### src/rtl/div_iter.sv
// div_iter: iterative restoring divider, one quotient bit per clock.
// Result is packed as {remainder, quotient}. Signed mode works on operand
// magnitudes and corrects the signs once the last quotient bit is in.
module div_iter #(
    parameter int WIDTH = 32,
    parameter int CNT_W = 6
) (
    input  logic               clk,
    input  logic               rst,
    input  logic               signed_div_i,
    input  logic [WIDTH-1:0]   opdata1_i,
    input  logic [WIDTH-1:0]   opdata2_i,
    input  logic               start_i,
    input  logic               annul_i,
    output logic [2*WIDTH-1:0] result_o,
    output logic               ready_o
);

    typedef enum logic [1:0] {
        FREE    = 2'd0,
        BY_ZERO = 2'd1,
        ON      = 2'd2,
        END     = 2'd3
    } state_t;

    localparam logic [CNT_W-1:0] CNT_LAST = CNT_W'(WIDTH);

    state_t           state;
    logic [CNT_W-1:0] cnt;
    logic [WIDTH-1:0] op1_r;     // captured dividend (raw, signed or not)
    logic [WIDTH-1:0] op2_r;     // captured divisor (raw)
    logic             sgn_r;     // captured signed_div_i
    logic [WIDTH-1:0] quo;       // dividend bits shift out, quotient bits shift in
    logic [WIDTH:0]   rem;       // partial remainder

    logic [WIDTH-1:0] dvd_mag;
    logic [WIDTH-1:0] dvs_mag;
    logic [WIDTH-1:0] cur;
    logic [WIDTH:0]   shifted;
    logic [WIDTH+1:0] diff;
    logic             q_bit;
    logic             neg_q;
    logic             neg_r;
    logic [WIDTH-1:0] q_fix;
    logic [WIDTH-1:0] r_fix;

    // Magnitudes, one restoring step and the final sign correction.
    always_comb begin
        dvd_mag = (sgn_r && op1_r[WIDTH-1]) ? (~op1_r + 1'b1) : op1_r;
        dvs_mag = (sgn_r && op2_r[WIDTH-1]) ? (~op2_r + 1'b1) : op2_r;
        // The first step pulls dividend bits straight from the captured
        // magnitude; after that the quotient register carries what is left.
        cur     = (cnt == '0) ? dvd_mag : quo;
        shifted = {rem[WIDTH-1:0], cur[WIDTH-1]};
        diff    = {1'b0, shifted} - {2'b00, dvs_mag};
        q_bit   = ~diff[WIDTH+1];
        neg_q   = sgn_r & (op1_r[WIDTH-1] ^ op2_r[WIDTH-1]);
        neg_r   = sgn_r & op1_r[WIDTH-1];
        // MIN / -1 wraps back to MIN here without any special case.
        q_fix   = neg_q ? (~quo + 1'b1) : quo;
        r_fix   = neg_r ? (~rem[WIDTH-1:0] + 1'b1) : rem[WIDTH-1:0];
    end

    // Control FSM with datapath registers and registered outputs.
    always_ff @(posedge clk) begin
        if (rst) begin
            state    <= FREE;
            cnt      <= '0;
            op1_r    <= '0;
            op2_r    <= '0;
            sgn_r    <= 1'b0;
            quo      <= '0;
            rem      <= '0;
            result_o <= '0;
            ready_o  <= 1'b0;
        end else begin
            case (state)
                FREE: begin
                    ready_o  <= 1'b0;
                    result_o <= '0;
                    if (start_i && !annul_i) begin
                        op1_r <= opdata1_i;
                        op2_r <= opdata2_i;
                        sgn_r <= signed_div_i;
                        cnt   <= '0;
                        quo   <= '0;
                        rem   <= '0;
                        state <= (opdata2_i == '0) ? BY_ZERO : ON;
                    end
                end
                BY_ZERO: begin
                    result_o <= '0;
                    if (annul_i) begin
                        ready_o <= 1'b0;
                        state   <= FREE;
                    end else begin
                        ready_o <= 1'b1;
                        state   <= END;
                    end
                end
                ON: begin
                    if (annul_i) begin
                        ready_o  <= 1'b0;
                        result_o <= '0;
                        state    <= FREE;
                    end else if (cnt != CNT_LAST) begin
                        quo <= {cur[WIDTH-2:0], q_bit};
                        rem <= q_bit ? diff[WIDTH:0] : shifted;
                        cnt <= cnt + 1'b1;
                    end else begin
                        result_o <= {r_fix, q_fix};
                        ready_o  <= 1'b1;
                        state    <= END;
                    end
                end
                END: begin
                    // Result is held until the requester drops start_i.
                    if (!start_i) begin
                        ready_o  <= 1'b0;
                        result_o <= '0;
                        state    <= FREE;
                    end
                end
                default: begin
                    ready_o  <= 1'b0;
                    result_o <= '0;
                    state    <= FREE;
                end
            endcase
        end
    end

endmodule
### config.mk
export PLATFORM = sky130hd
export DESIGN_NAME = div_iter
export DESIGN_NICKNAME = d
export VERILOG_FILES = /design/src/rtl/div_iter.sv
export SDC_FILE = /design/constraint.sdc
export NUM_CORES = 1
export LEC_CHECK = 0
export BUFFER_PORTS_ARGS = -buffer_cell sky130_fd_sc_hd__buf_2
export CORE_MARGIN = 10
export CORE_UTILIZATION = 57
export CTS_CLUSTER_SIZE = 20
export DETAILED_ROUTE_END_ITERATION = 8
export PLACE_DENSITY = 0.76
export SLEW_MARGIN = 30
export SYNTH_ARGS = -nofsm -noshare
export SYNTH_HDL_FRONTEND = slang
export SYNTH_SLANG_ARGS = --single-unit
export TNS_END_PERCENT = 5
### constraint.sdc
create_clock -name clk -period 5.35 [get_ports clk]
set_input_delay 0.2675 -clock clk [delete_from_list [all_inputs] [get_ports clk]]
set_output_delay 0.2675 -clock clk [all_outputs]
set_load 0.01 [all_outputs]
Word level (Yosys, flattened, before mapping)
Index checks and enable logic that the tools add are counted.
Storage, ports and cells
  bits in registers: 202
  latch bits: 0
  memory bits (writable): 0
  ROM bits: 0
  output and inout bits: 65
  memories kept: 0
Cells by class
  add/subtract/negate cells: 6
  multiply operators: 0
  div/mod/pow operators: 0
  $lt $le $gt $ge: 0
  equality and inequality tests: 9
  shift-type cells: 0
  mux-type cells: 34
  bitwise operators: 8
  reductions and logical operators: 13
Operator list (count)
  two-way mux 32 bit: 12
  two-way mux 64 bit: 3
  case mux 64 bit (3 select lines): 1
  adder 32 x 1 -> 32 bit, second input constant: 4
  inverter 32 bit: 4
  case mux 32 bit (2 select lines): 2
  subtractor 33 x 32 -> 34 bit: 1
  logical NOT 32 bit: 1
  two-way mux 6 bit: 3
  two-way mux 2 bit: 6
  case mux 6 bit (2 select lines): 1
  inequality test 2 bit, second input constant: 4
  case mux 2 bit (4 select lines): 1
  adder 6 x 1 -> 6 bit, second input constant: 1
  logical NOT 6 bit: 1
  inequality test 6 bit, second input constant: 1
  equality test 2 bit, second input constant: 2
  two-way mux 1 bit: 4
  case mux 1 bit (4 select lines): 1
  AND reduction 2 bit: 2
  AND reduction 4 bit: 1
  logical AND 1 bit: 3
  inequality test 3 bit, second input constant: 1
  AND reduction 3 bit: 1
  8 further kinds: 9

Longest topological paths before layout
Gate-level depths: netlist of run 1.
  depth after elaboration: 9
  gate-level depth with buffers: 20
  gate-level depth less buffers: 18

Worst setup path after synthesis of run 1
OpenSTA, ideal clock, no wires.
  path kind: register to register
  from: register op2_r[11]
  to: register rem[11]
  arrival: 4155 ps
  required time: 5223 ps
  slack: 1068 ps
  cell stages (with the launch flop): 18
  path buffers: 1
  clock period less this slack: 4282 ps
  cells stage by stage: dfxtp_1 or4_1 or3_1 nor3_1 nand2b_1 nor4_2 nor2_1 xnor2_1 ha_1 and3_1 a31o_2 a21oi_1 o22a_1 a21oi_2 nor4_4 buf_6 mux2i_1 o21ai_1
Between the ends
  word-level cells in the longest chain between the ends: 8
RTL lines
  start: declaration: RTL line 31  | logic [WIDTH-1:0] op2_r;
  start signal: assignment: RTL line 83  | op2_r <= opdata2_i;
  inverter 32 bit: RTL line 50  | dvs_mag = (sgn_r && op2_r[WIDTH-1]) ? (~op2_r + 1'b1) : op2_r;
  adder 32 x 1 -> 32 bit: RTL line 50
  two-way mux 32 bit (*): RTL line 50
  subtractor 33 x 32 -> 34 bit (*): RTL line 55  | diff = {1'b0, shifted} - {2'b00, dvs_mag};
  two-way mux 32 bit (*): RTL line 108  | rem <= q_bit ? diff[WIDTH:0] : shifted;
  two-way mux 32 bit (*): RTL line 106  | end else if (cnt != CNT_LAST) begin
  two-way mux 32 bit (*): RTL line 102  | if (annul_i) begin
  case mux 32 bit (2 select lines) (*): RTL line 77  | case (state)
  end signal: assignment: RTL line 108
  end: declaration: RTL line 34  | logic [WIDTH:0] rem;
Every way passes the cells marked *; elsewhere a longest branch is shown, timed or not. The select of a mux whose other input is x is not followed.
A chain may end at the register's enable or synchronous reset.

Final worst setup path of run 1
  from: register op2_r[11]
  to: register rem[7]
The elaborated chain is that of the path after synthesis.

==> flow_summary.ini, run 1 <==
[routing]
viasPerCell = 5.83
drtIter0Drc = 1247
firstDrtPassIters = 6
wl_per_cell_um = 16.9
drc = 0
antenna_left = 0
routed_wl_um = 31800
vias = 10925

[logic_synthesis]
netlist_area_um2 = 11600
yosysTopAreaCell = dfxtp_1
ys_seq_area_frac = 0.349
synth_cells = 1479
synth_xor_area_frac = 0.113
synth_flop_cell = dfxtp_1
muxShareOfSynthArea = 0.0190
synth_edf_count = 0
ys_ff_latch = 202
synth.distinct_cells = 68
synth_compound_area_frac = 0.236
synth_fa_ha_area_frac = 0.0471
synth_area_leaders = dfxtp_1 35%, a21oi_1 7.5%, nand2_1 7.1%, xnor2_1 6.3%, nor2_1 5.3%
synthSimpleGateAreaFrac = 0.194
postSynthAreaPerCell_um2 = 7.83
netlist.area_leader.share = 0.349
synth_top_family_by_area = compound AO/OA/AOI/OAI gates
yosys_warnings = 0
syn_nets = 1591
async_flop_share = 0

[floorplan]
initial_core_util = 0.576
io_pins = 134
dieArea_um2 = 26400
fp.dieW_um = 163
core-area_um2 = 20100
die_y_um = 163
rows = 52

[sta]
period_needed_ns = 4.79
fmax_ghz = 0.209
tightest_slew_ns = 0.835
fin_skew_ns = 0.0138
finalSetupTns_ns = 0
relSlewSlack = 0.444
setup_ws_ns = 0.558
finalHoldViolations = 0
grt_setup_unrepaired = no
slew_violations = 0
setup_viol_count_final = 0
period_share = 0.896

[power_and_ir_drop]
p_leak_nw = 5.66
fin_total_pwr_w = 0.00498
powerDensity_nw_per_um2 = 373
peakVddDrop_uv = 243

[grt]
grt.total_usage = 0.231
grt_max_degree = 79
antenna_found_initial = 1
grt_pass1_wl_um = 51900
first_global_vias = 10092
gr-total-overflow = 0

[critical_path]
end_kind = flip-flop
crit-reg2reg-launch = op2_r[11]
arrival_ns = 5.17
reg2reg_slack_ns = 0.56
required_ns = 5.73
regToRegEndpoint = rem[7]
reg2reg_depth = 17
critPathLaunchType = flip-flop
critPathKind = reg2reg
crit_fanout = 18

[cts]
clock-sinks = 202
clk_latency_ns = 0.51
cts_made_buffers = 22
clockBufferDepth = 3
path_clk_slew_ns = 0.06
htreeDepth = 1
clock-root-buffer = clkbuf_16
cts_tree = built

[placed_design]
dp_hpwl_um = 23100
place_congestion = 0.906
pre_cts_slack_ns = 0.621
io_buffers = 133
dp.cells = 1808
placed_cell_area_um2 = 12400

[hold_path]
min_to = op2_r[29]
holdCritStartpoint = opdata2_i[29]
hold_path_class = in2reg
holdPathStages = 3

[layout]
fin_cells = 1874
register_area_um2 = 4040
drive_gt1_frac = 0.126
multi_input_area_um2 = 7090
fill_cells = 1691
final_area_um2 = 13400
syn2layout_area_growth_pct = 15.3
layout.nets = 1701

[flow_run]
max_cap_violations = 0

[run_status]
status = finished clean
==> worst max-delay path by stage <==
stage	from	end	slack, ns	cells after the start
detailed placement	op2_r[11]	rem[7]	0.62	17
global placement	op2_r[11]	rem[6]	0.78	17
global route	op2_r[11]	rem[5]	0.23	17
floorplan	op2_r[11]	rem[11]	1.07	17
CTS	op2_r[11]	rem[7]	0.59	17
finish	op2_r[11]	rem[7]	0.56	17
==> worst max-delay path, stage by stage, from the launching register on <==
cell      delay, ns
dfxtp_1        0.37
or4_1          0.56
or3_1          0.37
nor3_1         0.21
nand2b_1       0.15
nor4_2         0.46
nor2_1         0.10
xnor2_1        0.15
ha_1           0.38
and3_1         0.18
a31o_2         0.24
a21oi_1        0.24
o22a_1         0.26
a21oi_2        0.09
nor4_4         0.20
buf_4          0.34
mux2i_1        0.26
o21ai_1        0.09
==> layout by cell type (no fill, tap or decap), drive strengths merged, types with 9 or more instances in the layout <==
cell,synthesis,layout
dlygate4sd3,0,27
inv,30,30
a22oi,38,38
o21ai,78,78
nand3,15,15
clkbuf,73,32
o31ai,15,15
nand2,220,220
nor2,162,162
a222oi,9,9
a32oi,14,14
dfxtp,202,202
a21oi,175,175
nor3,28,28
a31oi,14,14
nand2b,12,12
a22o,25,25
a211oi,14,14
xnor2,83,83
buf,17,149
ha,42,42
mux2i,22,22
xor2,66,66
nor4,26,26
==> synth_stat cells (all sizes together) (3+ instances only) <==
master  number
nor3        28
dfxtp      202
a21o         8
nor2       162
a32oi       14
inv         30
or3          6
o41ai        8
o21ai       78
o21a         6
clkbuf      73
nor4        26
a222oi       9
xor2        66
or4          6
nand2      220
nor3b        3
a31oi       14
o211ai       4
nand4        7
o21bai       4
buf         17
a21oi      175
mux2i       22
nand3       15
and2         8
ha          42
nor2b        6
nand2b      12
a22oi       38
a22o        25
xnor2       83
and3         4
o31ai       15
a211oi      14
==> power by group <==
part           total [W]  leakage (nW)  switching [W]  internal, W
clock network    0.00148         0.350       0.000604     0.000875
registers        0.00170          1.63       0.000114      0.00158
logic            0.00181          3.68        0.00113     0.000677
total            0.00498          5.66        0.00185      0.00314
==> layout make-up <==
| cell class | count | share of cell area |
|---|---|---|
| diodes | 1 | 0.000187 |
| clock inverters | 6 | 0.00525 |
| flip-flops and latches | 202 | 0.303 |
| well taps | 270 | 0.0253 |
| clock buffers | 32 | 0.0478 |
| repair buffers | 176 | 0.0793 |
| inverters | 30 | 0.00843 |
| multi-input cells | 1157 | 0.531 |
==> flip-flops by register name, summed over array words and instances (netlist names) <==
register  cells
result_o     64
ready_o       1
op1_r        32
sgn_r         1
rem          32
cnt           6
state         2
op2_r        32
quo          32
==> per-layer routing <==
layer  wire length, um  vias to the layer above  GRT usage
li1                  -                     5467          -
met1             15700                     4997      0.353
met2             12600                      420      0.321
met3              2950                       41     0.0485
met4               478                        0     0.0496
met5                 0                        -          0
==> timing repair <==
item / in CTS / in global routing
gates resized for setup: 0 / 0
hold buffers: 27 / 0
hold endpoints to repair: 27 / 0
setup buffers: 0 / 0
==> per-stage QoR <==
stage,utilization,hold slack (ns)
floorplan,-,0.403
global placement,0.615,0.449
detailed placement,0.615,0.449
CTS,0.664,0.000887
global route,0.664,0.0171
finish,0.664,0.0117
==> cells by family after synthesis <==
logic type / after synthesis
compound gates: 433
xor+xnor: 149
fa+ha+maj: 43
buf+inv: 120
flops: 202
mux: 22
simple gates: 510
Note: power is estimated with default switching activity, not from simulation.
==> run 2: changes to the inputs <==
CORE_ASPECT_RATIO = 1.2   (was unset)
==> flow_summary.ini, run 2 (synthesis results as in run 1) <==
[critical_path]
crit_fanout = 29
arrival_ns = 5.20
cp_num_buf_inv = 1
crit_family = simple AND/OR/NAND/NOR gates
end_kind = flip-flop
reg2reg_slack_ns = 0.52
cp_cell_sequence = or4_1 > or3_1 > nor3_1 > nand2b_1 > nor4_2 > nor2_1 > xnor2_1 > ha_1 > and3_1 > a31o_2 > a21oi_1 > o22a_1 > a21oi_2 > nor4_4 > buf_12 > mux2i_1 > o21ai_1
critPathKind = reg2reg
regToRegEndpoint = rem[4]
critPathLaunchType = flip-flop
required_ns = 5.72
crit-reg2reg-launch = op2_r[11]
slowest_stage = or4_1
slowest_delay_ns = 0.56
reg2reg_depth = 17

[floorplan]
dieArea_um2 = 26400
io_pins = 134
fp.dieW_um = 150
die_y_um = 176
rows = 57
initial_core_util = 0.576
core-area_um2 = 20100

[sta]
slew_violations = 0
period_share = 0.903
fmax_ghz = 0.207
relSlewSlack = 0.382
finalSetupTns_ns = 0
fin_skew_ns = 0.00968
setup_ws_ns = 0.517
tightest_slew_ns = 0.925
finalHoldViolations = 0
grt_setup_unrepaired = no
period_needed_ns = 4.83
setup_viol_count_final = 0

[routing]
drtIter0Drc = 624
viasPerCell = 5.82
vias = 10722
firstDrtPassIters = 6
drc = 0
wl_per_cell_um = 16.6
routed_wl_um = 30700
antenna_left = 0

[power_and_ir_drop]
swShare = 0.367
combPwrFrac = 0.364
p_leak_nw = 5.56
pwr-share-seq = 0.342
power_switching_w = 0.00181
power_frac_clock = 0.294
powerDensity_nw_per_um2 = 376
p_int_w = 0.00312
peakVddDrop_uv = 285

[layout]
syn2layout_area_growth_pct = 13.1
register_area_um2 = 4040
fill_cells = 1754
largest-register = result_o
final_common_cell = nand2_1
largest_register_ffs = 64
layout_common_cells = 220 x nand2_1, 202 x dfxtp_1, 174 x a21oi_1, 160 x nor2_1, 132 x buf_2
multi_input_area_um2 = 7080
fin_util = 0.651
layout.nets = 1677
drive_gt1_frac = 0.127

[placed_design]
place_congestion = 0.899
dp_hpwl_um = 22800
io_buffers = 133
pre_cts_slack_ns = 0.559

[cts]
path_clk_slew_ns = 0.06
clock-sinks = 202
clock-root-buffer = clkbuf_16
cts_made_buffers = 21
htreeDepth = 1
cts_tree = built
clk_latency_ns = 0.50
clockBufferDepth = 3

[flow_run]
max_cap_violations = 0

[hold_path]
min_to = op1_r[28]
hold_path_class = in2reg
holdCritStartpoint = opdata1_i[28]
holdPathStages = 3

[run_status]
status = finished clean

[grt]
grt_pass1_wl_um = 50300
antenna_found_initial = 1
gr-total-overflow = 0
first_global_vias = 10476
grt_max_degree = 85
grt.total_usage = 0.225
==> run 2: worst max path at each step <==
stage,start,end,slack (ns),depth (start not counted)
detailed placement,op2_r[11],rem[4],0.56,17
floorplan,op2_r[11],rem[11],1.07,17
finish,op2_r[11],rem[4],0.52,17
CTS,op2_r[11],rem[4],0.54,17
global placement,op2_r[11],rem[24],0.69,16
global route,op2_r[11],rem[4],0.12,17
==> run 2: worst register-to-register path, cell delays in order (launching register included) <==
cell      delay (ns)
dfxtp_1         0.36
or4_1           0.56
or3_1           0.37
nor3_1          0.21
nand2b_1        0.15
nor4_2          0.48
nor2_1          0.10
xnor2_1         0.15
ha_1            0.37
and3_1          0.18
a31o_2          0.23
a21oi_1         0.26
o22a_1          0.26
a21oi_2         0.10
nor4_4          0.32
buf_12          0.26
mux2i_1         0.26
o21ai_1         0.08
==> run 2: layout make-up <==
type,count,share of cell area
multi-input cells,1157,0.541
well taps,265,0.0253
diodes,1,0.000191
inverters,30,0.00860
flip-flops and latches,202,0.309
repair buffers,153,0.0642
clock inverters,4,0.00363
clock buffers,31,0.0483
==> run 2: metal layers <==
layer  wire length [um]  track usage  vias up
met3               1740       0.0282       60
li1                   -            -     5407
met2              15400        0.405      308
met1              12700        0.268     4947
met5                  0            0        -
met4                830       0.0738        0
==> run 2: per-stage QoR <==
stage / total power, W / std cells / hold slack, ns / cell area (um2)
finish: 0.00493 / 1843 / 0.0136 / 13100
global route: 0.00521 / 1843 / 0.00274 / 13100
CTS: 0.00493 / 1842 / 0.000873 / 13100
detailed placement: 0.00348 / 1803 / 0.460 / 12400
global placement: 0.00345 / 1803 / 0.459 / 12400
floorplan: 0.00309 / 1479 / 0.403 / 11600
==> run 2: repair_timing <==
item,CTS,global route
setup endpoints to repair,0,0
resized for setup,0,0
hold buffers,4,0
buffers inserted,0,0
endpoints found under the hold margin,4,0
==> run 2: power groups by stage <==
stage               clock (W)  sequential [W]  combinational (W)
floorplan                   0         0.00169            0.00140
detailed placement          0         0.00172            0.00177
finish                0.00145         0.00169            0.00179
global route          0.00153         0.00170            0.00198
global placement            0         0.00171            0.00174
CTS                   0.00147         0.00168            0.00178
==> run 3: changes to the inputs <==
CORE_ASPECT_RATIO = 0.5   (was 1.2)
==> flow_summary.ini, run 3 (synthesis results as in run 1) <==
[cts]
cts_tree = built
clockBufferDepth = 3
cts_made_buffers = 20
clk_latency_ns = 0.52
clock-root-buffer = clkbuf_16
htreeDepth = 1
clock-sinks = 202
path_clk_slew_ns = 0.06

[floorplan]
io_pins = 134
dieArea_um2 = 26800
fp.dieW_um = 222
initial_core_util = 0.588
core-area_um2 = 19700
die_y_um = 121
rows = 36

[sta]
finalSetupTns_ns = 0
finalHoldViolations = 0
fin_skew_ns = 0.0168
grt_setup_unrepaired = no
slew_violations = 0
setup_viol_count_final = 0
fmax_ghz = 0.203
relSlewSlack = 0.376
tightest_slew_ns = 0.934
period_needed_ns = 4.91
period_share = 0.919

[critical_path]
arrival_ns = 5.29
reg2reg_depth = 16
required_ns = 5.72
crit_fanout = 12
critPathKind = reg2reg
regToRegEndpoint = rem[23]
critPathLaunchType = flip-flop
reg2reg_slack_ns = 0.44
end_kind = flip-flop
crit-reg2reg-launch = op2_r[11]

[layout]
largest-register = result_o
fin_cells = 1868
largest_register_ffs = 64
final_common_cell = nand2_1
syn2layout_area_growth_pct = 14.9
layout_common_cells = 220 x nand2_1, 202 x dfxtp_1, 174 x a21oi_1, 160 x nor2_1, 132 x buf_2
drive_gt1_frac = 0.126
fin_util = 0.676
layout.nets = 1698

[placed_design]
dp_hpwl_um = 23700
io_buffers = 133
dp.cells = 1804
place_congestion = 0.939

[routing]
antenna_left = 0
vias = 10971
drc = 0
wl_per_cell_um = 17.3
firstDrtPassIters = 5
viasPerCell = 5.87
drtIter0Drc = 850
routed_wl_um = 32300

[hold_path]
holdCritStartpoint = opdata1_i[30]
holdPathStages = 3
hold_path_class = in2reg
min_to = op1_r[30]

[power_and_ir_drop]
fin_total_pwr_w = 0.00492
p_leak_nw = 5.64
powerDensity_nw_per_um2 = 370
peakVddDrop_uv = 232

[run_status]
status = finished clean

[grt]
grt.total_usage = 0.234
grt_pass1_wl_um = 53300
antenna_found_initial = 4
gr-total-overflow = 0
grt_max_degree = 82
first_global_vias = 10545

[flow_run]
max_cap_violations = 0
==> run 3: cell count changes in the layout (fill, tap and decap cells not counted), sizes merged <==
cell         delta
diode           +3
inv             +1
dlygate4sd3    +22
clkbuf          -1
bufinv          -1
==> run 3: how the worst max path moves through the flow <==
stage	from	end	slack [ns]	depth (start not counted)
2_1_floorplan	op2_r[11]	rem[11]	1.07	17
3_3_place_gp	op2_r[11]	rem[18]	0.63	16
3_5_place_dp	op2_r[11]	rem[31]	0.48	16
4_1_cts	op2_r[11]	rem[13]	0.46	17
5_1_grt	op2_r[11]	rem[23]	0.04	16
6_report	op2_r[11]	rem[23]	0.44	16
==> run 3: stage by stage <==
stage                     hold WS [ns]  cell area [um2]  setup WS, ns
after floorplan                  0.403            11600          1.07
after global routing           0.00336            13300        0.0374
after detailed placement         0.451            12400         0.479
after global placement           0.444            12400         0.626
final                          0.00775            13300         0.436
after CTS                     0.000619            13300         0.464
==> run 3: power by group <==
group          total [W]  internal, W  leakage (nW)  switching (W)
combinational    0.00181     0.000684          3.68        0.00113
sequential       0.00169      0.00158          1.63       0.000106
clock            0.00142     0.000814         0.326       0.000604
total            0.00492      0.00308          5.64        0.00184
==> run 3: final cells by class <==
| type | instances | area [um2] |
|---|---|---|
| Tap cell | 266 | 333 |
| Inverter | 30 | 113 |
| Timing Repair Buffer | 175 | 1060 |
| Sequential cell | 202 | 4040 |
| Antenna cell | 4 | 10.0 |
| Fill cell | 1670 | 6380 |
| Clock buffer | 30 | 629 |
| Multi-Input combinational cell | 1157 | 7080 |
| Clock inverter | 4 | 28.8 |
==> run 3: worst max-delay path, stage by stage, from the launching register on <==
cell and delay [ns]:
dfxtp_1 0.37, or4_1 0.55, or3_1 0.36, nor3_1 0.23
nand2b_1 0.17, nor4_2 0.46, nor2_1 0.10, xnor2_1 0.16
ha_1 0.37, and3_1 0.18, a31o_2 0.23, a21oi_1 0.25
o22a_1 0.26, a21oi_2 0.10, nor4_4 0.39, nand2b_1 0.43
o21ai_0 0.17
==> run 3: repair_timing <==
| action | 4_1_cts | 5_1_grt |
|---|---|---|
| hold endpoints to repair | 26 | 0 |
| gates resized for setup | 0 | 0 |
| hold buffers | 26 | 0 |
| setup buffers | 0 | 0 |
==> run 3: per-layer routing <==
layer / GRT usage / vias up / part of all wire / wire, um
li1: - / 5461 / - / -
met1: 0.306 / 5142 / 0.47 / 15100
met2: 0.395 / 311 / 0.46 / 14700
met3: 0.0378 / 57 / 0.055 / 1780
met4: 0.0634 / 0 / 0.024 / 777
met5: 0 / - / 0 / 0
